## src/rtl/mp3_ctrl_pkg.sv

```systemverilog
`default_nettype none
// ============================================================================
// Module      : mp3_ctrl_pkg
// Description : Shared definitions for the MP3 player control path:
//               command codes, arbiter FSM state encoding, default
//               volume step/limit and per-channel saturating helpers.
// Revision    : 1.0 - initial release
// ============================================================================
package mp3_ctrl_pkg;

    // Command codes carried on i_bt_cmd / i_key_cmd
    localparam logic [2:0] C_CMD_NOP    = 3'd0;
    localparam logic [2:0] C_CMD_PAUSE  = 3'd1;
    localparam logic [2:0] C_CMD_NEXT   = 3'd2;
    localparam logic [2:0] C_CMD_PRE    = 3'd3;
    localparam logic [2:0] C_CMD_VOL_UP = 3'd4;
    localparam logic [2:0] C_CMD_VOL_DN = 3'd5;
    localparam logic [2:0] C_CMD_SEL    = 3'd6;
    localparam logic [2:0] C_CMD_RSVD   = 3'd7;

    // Arbiter FSM states
    typedef enum logic [1:0] {
        ST_IDLE = 2'd0,
        ST_EXEC = 2'd1,
        ST_LOAD = 2'd2,
        ST_HOLD = 2'd3
    } state_t;

    // Default volume arithmetic constants
    localparam int unsigned C_VOL_STEP = 14;
    localparam logic [7:0]  C_VOL_MAX  = 8'hFC;

    // Louder: reduce attenuation, floor at 0
    function automatic logic [7:0] vol_att_dec(input logic [7:0] ch,
                                               input logic [7:0] step);
        return (ch < step) ? 8'd0 : (ch - step);
    endfunction

    // Quieter: raise attenuation, ceiling at max. The compare against
    // (max - step) keeps the sum from ever wrapping the byte.
    function automatic logic [7:0] vol_att_inc(input logic [7:0] ch,
                                               input logic [7:0] step,
                                               input logic [7:0] max);
        return (ch > (max - step)) ? max : (ch + step);
    endfunction

endpackage
`default_nettype wire

```

## src/rtl/player_cmd_arbiter_if.sv

```systemverilog
`default_nettype none
// ============================================================================
// Module      : player_cmd_arbiter_if
// Description : Bundles both command requester handshakes, the decoder
//               load handshake and the player control state outputs.
//   slave  modport : the arbiter (consumes commands, drives state)
//   master modport : the front-ends / decoder side
//   i_bt_*  / o_bt_ready  : requester 0 (Bluetooth UART decoder)
//   i_key_* / o_key_ready : requester 1 (on-board keys)
//   o_vol, o_song_select, o_pause, o_next/o_pre/o_vol_plus/o_vol_dec
//   o_load_req / i_load_ack : decoder reload handshake (levels)
// Revision    : 1.0 - initial release
// ============================================================================
interface player_cmd_arbiter_if;
    logic        i_bt_valid;
    logic [2:0]  i_bt_cmd;
    logic [2:0]  i_bt_arg;
    logic        o_bt_ready;
    logic        i_key_valid;
    logic [2:0]  i_key_cmd;
    logic [2:0]  i_key_arg;
    logic        o_key_ready;
    logic [15:0] o_vol;
    logic [2:0]  o_song_select;
    logic        o_pause;
    logic        o_next;
    logic        o_pre;
    logic        o_vol_plus;
    logic        o_vol_dec;
    logic        o_load_req;
    logic        i_load_ack;

    modport slave (
        input  i_bt_valid, i_bt_cmd, i_bt_arg,
        input  i_key_valid, i_key_cmd, i_key_arg,
        input  i_load_ack,
        output o_bt_ready, o_key_ready,
        output o_vol, o_song_select, o_pause,
        output o_next, o_pre, o_vol_plus, o_vol_dec,
        output o_load_req
    );

    modport master (
        output i_bt_valid, i_bt_cmd, i_bt_arg,
        output i_key_valid, i_key_cmd, i_key_arg,
        output i_load_ack,
        input  o_bt_ready, o_key_ready,
        input  o_vol, o_song_select, o_pause,
        input  o_next, o_pre, o_vol_plus, o_vol_dec,
        input  o_load_req
    );
endinterface
`default_nettype wire

```

## src/rtl/player_cmd_arbiter_rr_arb2.sv

```systemverilog
`default_nettype none
// ============================================================================
// Module      : rr_arb2
// Description : Two-requester round-robin grant. Grant is combinational;
//               the favour pointer only flips when both requesters were
//               competing in an enabled cycle, so a lone requester never
//               steals the other's next turn.
//   clk, rst_n : clock, asynchronous active-low reset
//   en_i       : grant allowed this cycle (a grant is always accepted)
//   req_i[1:0] : request vector, bit 0 = bt, bit 1 = key
//   gnt_o[1:0] : one-hot grant (or zero)
// Revision    : 1.0 - initial release
// ============================================================================
module rr_arb2 (
    input  wire logic       clk,
    input  wire logic       rst_n,
    input  wire logic       en_i,
    input  wire logic [1:0] req_i,
    output logic      [1:0] gnt_o
);

    // 0 = bt wins the next collision, 1 = key wins it
    logic fav_q;
    logic fav_d;

    always_comb begin
        gnt_o = 2'b00;
        fav_d = fav_q;
        if (en_i) begin
            if (&req_i) begin
                gnt_o[fav_q] = 1'b1;
                fav_d        = ~fav_q;
            end else begin
                gnt_o = req_i;
            end
        end
    end

    always_ff @(posedge clk or negedge rst_n) begin
        if (!rst_n) begin
            fav_q <= 1'b0;
        end else begin
            fav_q <= fav_d;
        end
    end

endmodule
`default_nettype wire

```

## src/rtl/player_cmd_arbiter.sv

```systemverilog
`default_nettype none
// ============================================================================
// Module      : player_cmd_arbiter
// Description : Owns song index, volume attenuation and pause state.
//               Accepts one command at a time from two round-robin
//               arbitrated requesters, applies it, runs the decoder load
//               handshake on song changes and enforces a hold-off after
//               repeatable commands (NEXT/PRE/VOL_UP/VOL_DN).
//   clk, rst_n : clock, asynchronous active-low reset
//   bus        : player_cmd_arbiter_if.slave (requesters, decoder
//                handshake, control state outputs)
// Revision    : 1.0 - initial release
// ============================================================================
module player_cmd_arbiter
    import mp3_ctrl_pkg::*;
#(
    parameter int unsigned SONG_NUM = 4,
    parameter int unsigned VOL_STEP = C_VOL_STEP,
    parameter logic [7:0]  VOL_MAX  = C_VOL_MAX,
    parameter int unsigned HOLDOFF  = 5000000
) (
    input  wire logic             clk,
    input  wire logic             rst_n,
    player_cmd_arbiter_if.slave   bus
);

    localparam int unsigned C_CNT_W     = (HOLDOFF > 1) ? $clog2(HOLDOFF) : 1;
    localparam logic [C_CNT_W-1:0] C_CNT_LAST = C_CNT_W'(HOLDOFF - 1);
    localparam logic [2:0] C_SONG_LAST  = 3'(SONG_NUM - 1);
    localparam logic [3:0] C_SONG_NUM   = 4'(SONG_NUM);
    localparam logic [7:0] C_STEP       = 8'(VOL_STEP);

    state_t               state_q, state_d;
    logic [2:0]           cmd_q, cmd_d;
    logic [2:0]           arg_q, arg_d;
    logic [15:0]          vol_q, vol_d;
    logic [2:0]           song_q, song_d;
    logic                 pause_q, pause_d;
    logic                 next_q, next_d;
    logic                 pre_q, pre_d;
    logic                 vplus_q, vplus_d;
    logic                 vdec_q, vdec_d;
    logic [C_CNT_W-1:0]   cnt_q, cnt_d;

    logic [1:0]           w_gnt;
    logic                 w_sel_noop;

    rr_arb2 u_rr_arb2 (
        .clk   (clk),
        .rst_n (rst_n),
        .en_i  (state_q == ST_IDLE),
        .req_i ({bus.i_key_valid, bus.i_bt_valid}),
        .gnt_o (w_gnt)
    );

    // SEL outside the song range or onto the current song is swallowed
    assign w_sel_noop = ({1'b0, arg_q} >= C_SONG_NUM) || (arg_q == song_q);

    always_comb begin
        state_d = state_q;
        cmd_d   = cmd_q;
        arg_d   = arg_q;
        vol_d   = vol_q;
        song_d  = song_q;
        pause_d = pause_q;
        next_d  = next_q;
        pre_d   = pre_q;
        vplus_d = vplus_q;
        vdec_d  = vdec_q;
        cnt_d   = cnt_q;

        unique case (state_q)
            ST_IDLE: begin
                if (w_gnt[0]) begin
                    cmd_d   = bus.i_bt_cmd;
                    arg_d   = bus.i_bt_arg;
                    state_d = ST_EXEC;
                end else if (w_gnt[1]) begin
                    cmd_d   = bus.i_key_cmd;
                    arg_d   = bus.i_key_arg;
                    state_d = ST_EXEC;
                end
            end

            ST_EXEC: begin
                state_d = ST_IDLE;
                case (cmd_q)
                    C_CMD_PAUSE: begin
                        pause_d = ~pause_q;
                    end
                    C_CMD_NEXT: begin
                        song_d  = (song_q == C_SONG_LAST) ? 3'd0 : (song_q + 3'd1);
                        next_d  = 1'b1;
                        state_d = ST_LOAD;
                    end
                    C_CMD_PRE: begin
                        song_d  = (song_q == 3'd0) ? C_SONG_LAST : (song_q - 3'd1);
                        pre_d   = 1'b1;
                        state_d = ST_LOAD;
                    end
                    C_CMD_VOL_UP: begin
                        vol_d   = {vol_att_dec(vol_q[15:8], C_STEP),
                                   vol_att_dec(vol_q[7:0],  C_STEP)};
                        vplus_d = 1'b1;
                        state_d = ST_HOLD;
                    end
                    C_CMD_VOL_DN: begin
                        vol_d   = {vol_att_inc(vol_q[15:8], C_STEP, VOL_MAX),
                                   vol_att_inc(vol_q[7:0],  C_STEP, VOL_MAX)};
                        vdec_d  = 1'b1;
                        state_d = ST_HOLD;
                    end
                    C_CMD_SEL: begin
                        if (!w_sel_noop) begin
                            song_d  = arg_q;
                            state_d = ST_LOAD;
                        end
                    end
                    default: begin
                        // NOP and reserved code: consumed, nothing changes
                    end
                endcase
            end

            ST_LOAD: begin
                // Direct selection is not repeatable, so it skips hold-off
                if (bus.i_load_ack) begin
                    state_d = (cmd_q == C_CMD_SEL) ? ST_IDLE : ST_HOLD;
                end
            end

            ST_HOLD: begin
                if (cnt_q == C_CNT_LAST) begin
                    cnt_d   = '0;
                    next_d  = 1'b0;
                    pre_d   = 1'b0;
                    vplus_d = 1'b0;
                    vdec_d  = 1'b0;
                    state_d = ST_IDLE;
                end else begin
                    cnt_d = cnt_q + C_CNT_W'(1);
                end
            end

            default: begin
                state_d = ST_IDLE;
            end
        endcase
    end

    always_ff @(posedge clk or negedge rst_n) begin
        if (!rst_n) begin
            state_q <= ST_IDLE;
            cmd_q   <= C_CMD_NOP;
            arg_q   <= 3'd0;
            vol_q   <= 16'h0000;
            song_q  <= 3'd0;
            pause_q <= 1'b0;
            next_q  <= 1'b0;
            pre_q   <= 1'b0;
            vplus_q <= 1'b0;
            vdec_q  <= 1'b0;
            cnt_q   <= '0;
        end else begin
            state_q <= state_d;
            cmd_q   <= cmd_d;
            arg_q   <= arg_d;
            vol_q   <= vol_d;
            song_q  <= song_d;
            pause_q <= pause_d;
            next_q  <= next_d;
            pre_q   <= pre_d;
            vplus_q <= vplus_d;
            vdec_q  <= vdec_d;
            cnt_q   <= cnt_d;
        end
    end

    assign bus.o_bt_ready    = (state_q == ST_IDLE) & w_gnt[0];
    assign bus.o_key_ready   = (state_q == ST_IDLE) & w_gnt[1];
    assign bus.o_vol         = vol_q;
    assign bus.o_song_select = song_q;
    assign bus.o_pause       = pause_q;
    assign bus.o_next        = next_q;
    assign bus.o_pre         = pre_q;
    assign bus.o_vol_plus    = vplus_q;
    assign bus.o_vol_dec     = vdec_q;
    assign bus.o_load_req    = (state_q == ST_LOAD);

endmodule
`default_nettype wire

```

## src/flat_wrapper.sv

```systemverilog
// flat-port wrapper written by rule: the top's interface ports become plain ports
module player_cmd_arbiter_flat import mp3_ctrl_pkg::*;
#(
    parameter int unsigned SONG_NUM = 4,
    parameter int unsigned VOL_STEP = C_VOL_STEP,
    parameter logic [7:0]  VOL_MAX  = C_VOL_MAX,
    parameter int unsigned HOLDOFF  = 5000000
)
  (clk, rst_n, bus_i_bt_valid, bus_i_bt_cmd, bus_i_bt_arg, bus_i_key_valid, bus_i_key_cmd, bus_i_key_arg, bus_i_load_ack, bus_o_bt_ready, bus_o_key_ready, bus_o_vol, bus_o_song_select, bus_o_pause, bus_o_next, bus_o_pre, bus_o_vol_plus, bus_o_vol_dec, bus_o_load_req);
  player_cmd_arbiter_if bus_i ();
  input  wire logic clk;
  input  wire logic rst_n;
  input wire logic [$bits(bus_i.i_bt_valid)-1:0] bus_i_bt_valid;
  input wire logic [$bits(bus_i.i_bt_cmd)-1:0] bus_i_bt_cmd;
  input wire logic [$bits(bus_i.i_bt_arg)-1:0] bus_i_bt_arg;
  input wire logic [$bits(bus_i.i_key_valid)-1:0] bus_i_key_valid;
  input wire logic [$bits(bus_i.i_key_cmd)-1:0] bus_i_key_cmd;
  input wire logic [$bits(bus_i.i_key_arg)-1:0] bus_i_key_arg;
  input wire logic [$bits(bus_i.i_load_ack)-1:0] bus_i_load_ack;
  output wire logic [$bits(bus_i.o_bt_ready)-1:0] bus_o_bt_ready;
  output wire logic [$bits(bus_i.o_key_ready)-1:0] bus_o_key_ready;
  output wire logic [$bits(bus_i.o_vol)-1:0] bus_o_vol;
  output wire logic [$bits(bus_i.o_song_select)-1:0] bus_o_song_select;
  output wire logic [$bits(bus_i.o_pause)-1:0] bus_o_pause;
  output wire logic [$bits(bus_i.o_next)-1:0] bus_o_next;
  output wire logic [$bits(bus_i.o_pre)-1:0] bus_o_pre;
  output wire logic [$bits(bus_i.o_vol_plus)-1:0] bus_o_vol_plus;
  output wire logic [$bits(bus_i.o_vol_dec)-1:0] bus_o_vol_dec;
  output wire logic [$bits(bus_i.o_load_req)-1:0] bus_o_load_req;
  assign bus_i.i_bt_valid = bus_i_bt_valid;
  assign bus_i.i_bt_cmd = bus_i_bt_cmd;
  assign bus_i.i_bt_arg = bus_i_bt_arg;
  assign bus_i.i_key_valid = bus_i_key_valid;
  assign bus_i.i_key_cmd = bus_i_key_cmd;
  assign bus_i.i_key_arg = bus_i_key_arg;
  assign bus_i.i_load_ack = bus_i_load_ack;
  assign bus_o_bt_ready = bus_i.o_bt_ready;
  assign bus_o_key_ready = bus_i.o_key_ready;
  assign bus_o_vol = bus_i.o_vol;
  assign bus_o_song_select = bus_i.o_song_select;
  assign bus_o_pause = bus_i.o_pause;
  assign bus_o_next = bus_i.o_next;
  assign bus_o_pre = bus_i.o_pre;
  assign bus_o_vol_plus = bus_i.o_vol_plus;
  assign bus_o_vol_dec = bus_i.o_vol_dec;
  assign bus_o_load_req = bus_i.o_load_req;
  player_cmd_arbiter #(.SONG_NUM(SONG_NUM), .VOL_STEP(VOL_STEP), .VOL_MAX(VOL_MAX), .HOLDOFF(HOLDOFF)) u_core (.clk(clk), .rst_n(rst_n), .bus(bus_i));
endmodule
```

## config.mk

```make
export PLATFORM = sky130hd
export DESIGN_NAME = player_cmd_arbiter_flat
export DESIGN_NICKNAME = d
export VERILOG_FILES = /design/src/rtl/mp3_ctrl_pkg.sv /design/src/rtl/player_cmd_arbiter_if.sv /design/src/rtl/player_cmd_arbiter_rr_arb2.sv /design/src/rtl/player_cmd_arbiter.sv /design/src/flat_wrapper.sv
export SDC_FILE = /design/constraint.sdc
export NUM_CORES = 1
export LEC_CHECK = 0
export ABC_AREA = 1
export ABC_CLOCK_PERIOD_IN_PS = 1400
export CAP_MARGIN = 20
export CORE_ASPECT_RATIO = 0.7
export CORE_MARGIN = 1.5
export CORE_UTILIZATION = 42
export CTS_CLUSTER_DIAMETER = 120
export DETAILED_ROUTE_END_ITERATION = 8
export GPL_ROUTABILITY_DRIVEN = 1
export PLACE_DENSITY = 0.61
export SLEW_MARGIN = 20
export SYNTH_ARGS = -nofsm -noshare
export SYNTH_HDL_FRONTEND = slang
export SYNTH_SLANG_ARGS = --single-unit
```

## constraint.sdc

```tcl
create_clock -name clk -period 1.4 [get_ports clk]
set_input_delay 0.28 -clock clk [delete_from_list [all_inputs] [get_ports clk]]
set_output_delay 0.28 -clock clk [all_outputs]
set_load 0.005 [all_outputs]
```

# == Word-level counts from Yosys, hierarchy flattened ==
# Cells that the tools add are included.
# word_totals
regBits,56
latchBits,0
ramBits,0
mem_bits_ro,0
out_inout_bits,27
wordCells,106
mem_count,0
# op_classes
n_addsub,7
n_mul,0
n_div,0
n_lt_le_gt_ge,7
eq_ne,20
shifts,0
n_mux,35
bitwise_logic,4
n_reduce_logical,21
# ops
cell,n
$mux W8,4
$pmux W16 S2,1
$add A23 B1 Y23 const B,1
$eq A23 B23 Y1 const B,1
$mux W23,1
$mux W3,7
$reduce_and A3 Y1,7
$add A8 B4 Y8 const B,2
$gt A8 B8 Y1 const B,2
$lt A8 B4 Y1 const B,2
$mux W2,8
$sub A8 B4 Y8 const B,2
$ne A2 B2 Y1 const B,6
$eq A3 B2 Y1 const B,3
$eq A3 B3 Y1 const B,3
$pmux W3 S3,1
$pmux W1 S2,4
$pmux W2 S4,1
$reduce_and A2 Y1,4
$mux W1,6
$pmux W2 S3,1
$reduce_bool A2 Y1,3
$eq A2 B2 Y1 const B,2
$reduce_or A2 Y1,2
other kinds (18),20

# == Depth between registers and ports, before layout ==
# logic_depth
depth_word,9
mapped_depth,10

# == Hierarchy ==
# Synthesis repeated with hierarchy kept, for this count alone.
# unflattened
cells_unflattened,525
area_unflattened_um2,3583.4
# modules_own_cells
module,n_inst,cells_per_inst,area_per_inst_um2,seq_area_each_um2
player_cmd_arbiter,1,515,3518.4,1326.3
rr_arb2,1,10,65.1,25.0

# == Worst setup path after synthesis ==
# Ideal clock, no wire load.
# synth_path
path_type,reg2reg
from,reg u_core.cnt_q[0]
to,reg u_core.cnt_q[20]
t_arrival_ns,1.229
required_time_ns,1.287
slack_ns,0.058
stages_incl_launch_ff,9
n_path_buf,0
path_cell_list,dfrtp_1 -> ha_1 -> nand3_1 -> nor2_2 -> nand3_2 -> nor2_1 -> nand3_1 -> nand2_1 -> inv_1
# synth_between
elab_chain_len,2
# synth_rtl
element,line_no,source
from (decl),player_cmd_arbiter.sv:43,"logic [C_CNT_W-1:0] cnt_q, cnt_d;"
from (signal assigned),player_cmd_arbiter.sv:175,cnt_q <= cnt_d;
$add A23 B1 Y23 or $eq A23 B23 Y1 (tied branches),"player_cmd_arbiter.sv:141, player_cmd_arbiter.sv:133",
$mux W23 (*),player_cmd_arbiter.sv:133,if (cnt_q == C_CNT_LAST) begin
# Mark *: on every way between the ends. The rest lies on a longest branch, timed or not.
# A chain may end at the register's enable or synchronous reset.

# == Final worst setup path ==
# layout_path
from,reg u_core.state_q[1]
to,out bus_o_bt_ready
# layout_between
elab_chain_len,3
# layout_rtl
element,line_no,source
from (decl),player_cmd_arbiter.sv:33,"state_t state_q, state_d;"
from (signal assigned),player_cmd_arbiter.sv:165,state_q <= state_d;
$logic_not A2 Y1 (*),"player_cmd_arbiter.sv:51, player_cmd_arbiter.sv:179",
$mux W2,player_cmd_arbiter_rr_arb2.sv:29,if (en_i) begin
$and A1 B1 Y1 (*),player_cmd_arbiter.sv:179,assign bus.o_bt_ready = (state_q == ST_IDLE) & w_gnt[0];
to (decl),flat_wrapper.sv:20,output wire logic [$bits(bus_i.o_bt_ready)-1:0] bus_o_bt_ready;
# Marks and branches as above.

==> impl_metrics.toml <==
[clock_tree]
h-tree-depth = 2
clk_pin_slew_worst_paths_ns = 0.07
insertion_delay_ns = 0.30
cts_tree = "built"
clockRootBuffer = "clkbuf_16"
clock_path_buffers = 2
cts_sinks = 54
cts_buffers = 5

[route]
highest_layer = "met4"
drtIter0Drc = 218
routedWlPerCell_um = 14.34
dr.pass1.iters = 4
met2_length_um = 4857
ant_nets = 0
routed_via_density = 5.166
drt-met1-wl_um = 5264
routed_wl_um = 10880
dr_total_vias = 3921
drc = 0
wl_met3_um = 576

[status]
violations = "setup timing"
status = "finished, violations left"

[worst_setup_path]
cp_slowest_stage_delay_ns = 0.42
start_kind = "flop"
cp.required_ns = 1.12
ff2ff_setup_slack_ns = -0.15
timing.rr.end = "u_core.cnt_q[8]"
crit_family = "flip-flops"
ff2ff_path_depth = 8
crit_chain = "nor2_4 > buf_4 > buf_6 > nand3_4 > inv_2 > buf_2"
r2r_start = "u_core.cnt_q[0]"
end_kind = "primary output"
cp.buffers_inverters = 4
worstPathArrival_ns = 1.29
critical_path.max_fanout = 2
cp_slowest_cell = "dfrtp_1"
path_class = "reg2out"

[sta]
hold_slack_ns = 0.4759
hold_viol = 0
skew_ns = 0.006825
timing.fmax_mhz = 636.1
drv_slew = 0
period_minus_slack_ns = 1.572
postLayoutSetupSlackWorst_ns = -0.1720
setup_violations = 23
rsz0062_at_grt = "yes"
finalCritPeriodShare_pct = 112.3

[hold_path]
hold_start = "u_core.bus.o_pause"
hold_depth = 1
holdPathEnd = "u_core.bus.o_pause"
hold_class = "reg2reg"

[pwr]
p_leak_nw = 2.612
power_w = 0.009718
power_density_nw_per_um2 = 1763
vdd_ir_drop_max_v = 0.001138

[flow_run]
drv_cap = 0

[synthesis]
synthMuxAreaShare_pct = 0
synthSimpleGateAreaFrac_pct = 33.85
synth_area_um2 = 3571
ys_seq_elements = 54
synth_top_family_by_area = "simple AND/OR/NAND/NOR gates"
seq_area_frac_synth_pct = 37.84
synth-xor-area-share_pct = 5.886
post_synth.cell_area_avg_um2 = 6.934
synth_warnings = 0
syn_inst = 515
synth_compound_area_share_pct = 9.671
synthAdderAreaFrac_pct = 2.803
synth.distinct_cells = 30

[floorplan]
rows = 27
fp.dieW_um = 113.2
dieArea_um2 = 9073
core_area_um2 = 8040
die_h_um = 80.15
ios = 44
initial_core_util_pct = 44.41

[global_route]
grt_pass1_vias = 3680
antenna_found_initial = 0
grt_max_degree = 55
grt-ovfl-total = 0
grt_pass1_wl_um = 17010
grt_use_total_pct = 23.38

[final_layout]
nets = 682
n_fill_cell = 678
layout-drive-gt1-share_pct = 36.32
antenna_cells = 0
syn2layout_area_growth_pct = 54.38
final_common_cell = "nand2_1"
layout_common_cells = "nand2_1, buf_4, inv_1, dfrtp_1, nor2_1"

[place]
place_congestion = 0.8837
place_hpwl_um = 7208
io_buffers = 41
## per-stage QoR
step | area [um2] | setup TNS [ns] | utilization [%] | worst slack (ns) | cells
2_1_floorplan | 3575 | 0 | - | 0.05797 | 516
3_3_place_gp | 4507 | -2.843 | 56.05 | -0.4626 | 707
3_5_place_dp | 4507 | -3.893 | 56.05 | -0.4709 | 707
4_1_cts | 4951 | -1.686 | 61.58 | -0.1767 | 737
5_1_grt | 5513 | -4.380 | 68.57 | -0.2298 | 759
6_report | 5513 | -1.792 | 68.57 | -0.1720 | 759
## report_power, final
group	internal [W]	leakage, nW	switching, W
Combinational	0.00269	1.87	0.00325
Sequential	0.00205	0.665	0.000425
Clock	0.000711	0.0729	0.000597
Total	0.00545	2.61	0.00427
## state kept, by name (all words and copies together), names as in the netlist, 2 cells and up
| signal | flops |
|---|---|
| u_core.arg_q | 3 |
| u_core.state_q | 2 |
| u_core.bus.o_song_select | 3 |
| u_core.bus.o_vol | 14 |
| u_core.cmd_q | 3 |
| u_core.cnt_q | 23 |
## routing by layer
metal,global-route usage (%),vias up
met1,33.19,1844
li1,-,1938
met4,6.125,0
met2,36.85,117
met3,4.151,22
met5,0,-
## cell usage after synthesis, drive strengths merged
library cell / number / area [um2]
nand4: 14 / 87.58
nor2: 74 / 307.8
o21ai: 29 / 145.1
dfrtp: 54 / 1351
conb: 1 / 3.750
ha: 8 / 100.1
nand2: 136 / 518.0
inv: 75 / 281.5
a31oi: 6 / 37.54
nand3: 47 / 240.2
a21oi: 9 / 52.55
a22oi: 1 / 7.510
or2: 2 / 12.51
buf: 12 / 70.07
o22ai: 9 / 56.30
xor2: 19 / 166.4
xnor2: 5 / 43.79
nor3: 7 / 35.03
o211ai: 4 / 30.03
a211oi: 1 / 7.510
a41oi: 1 / 8.760
nand3b: 1 / 7.510
## timing repair
| action | in CTS | in global routing |
|---|---|---|
| gates resized for setup | 84 | 122 |
| setup endpoints to repair | 51 | 54 |
| hold buffers | 1 | 0 |
| endpoints found under the hold margin | 46 | 0 |
| setup buffers | 22 | 24 |
| pin swaps | 14 | 39 |
## layout make-up
type	instances	area, um2	share of cell area (%)
clock buffer	6	138.9	2.519
clock inverter	2	12.51	0.2270
inverter	75	307.8	5.583
multi-input combinational	375	2332	42.31
sequential	54	1361	24.69
tap	101	126.4	2.292
timing repair buffer	146	1234	22.38
## cell families (layout without fill, tap and decap cells)
| kind of cell | Yosys count | count (layout) |
|---|---|---|
| and+or+nand+nor | 281 | 281 |
| DFF | 54 | 54 |
| buffers and inverters | 87 | 229 |
| AOI/OAI and AO/OA | 60 | 60 |
| adders and majority gates | 8 | 8 |
| other | 1 | 2 |
| xor gates and xnor gates | 24 | 24 |
## worst max path at each step
stage	from	end	slack [ns]	cells after the start
finish	u_core.state_q[1]	bus_o_bt_ready	-0.17	6
global route	u_core.state_q[1]	bus_o_bt_ready	-0.23	6
CTS	u_core.state_q[0]	bus_o_key_ready	-0.18	5
detailed placement	bus_i_key_valid	bus_o_key_ready	-0.47	4
global placement	bus_i_key_valid	bus_o_key_ready	-0.46	4
floorplan	u_core.cnt_q[0]	u_core.cnt_q[20]	0.06	8
(Power assumes the default switching activity.)
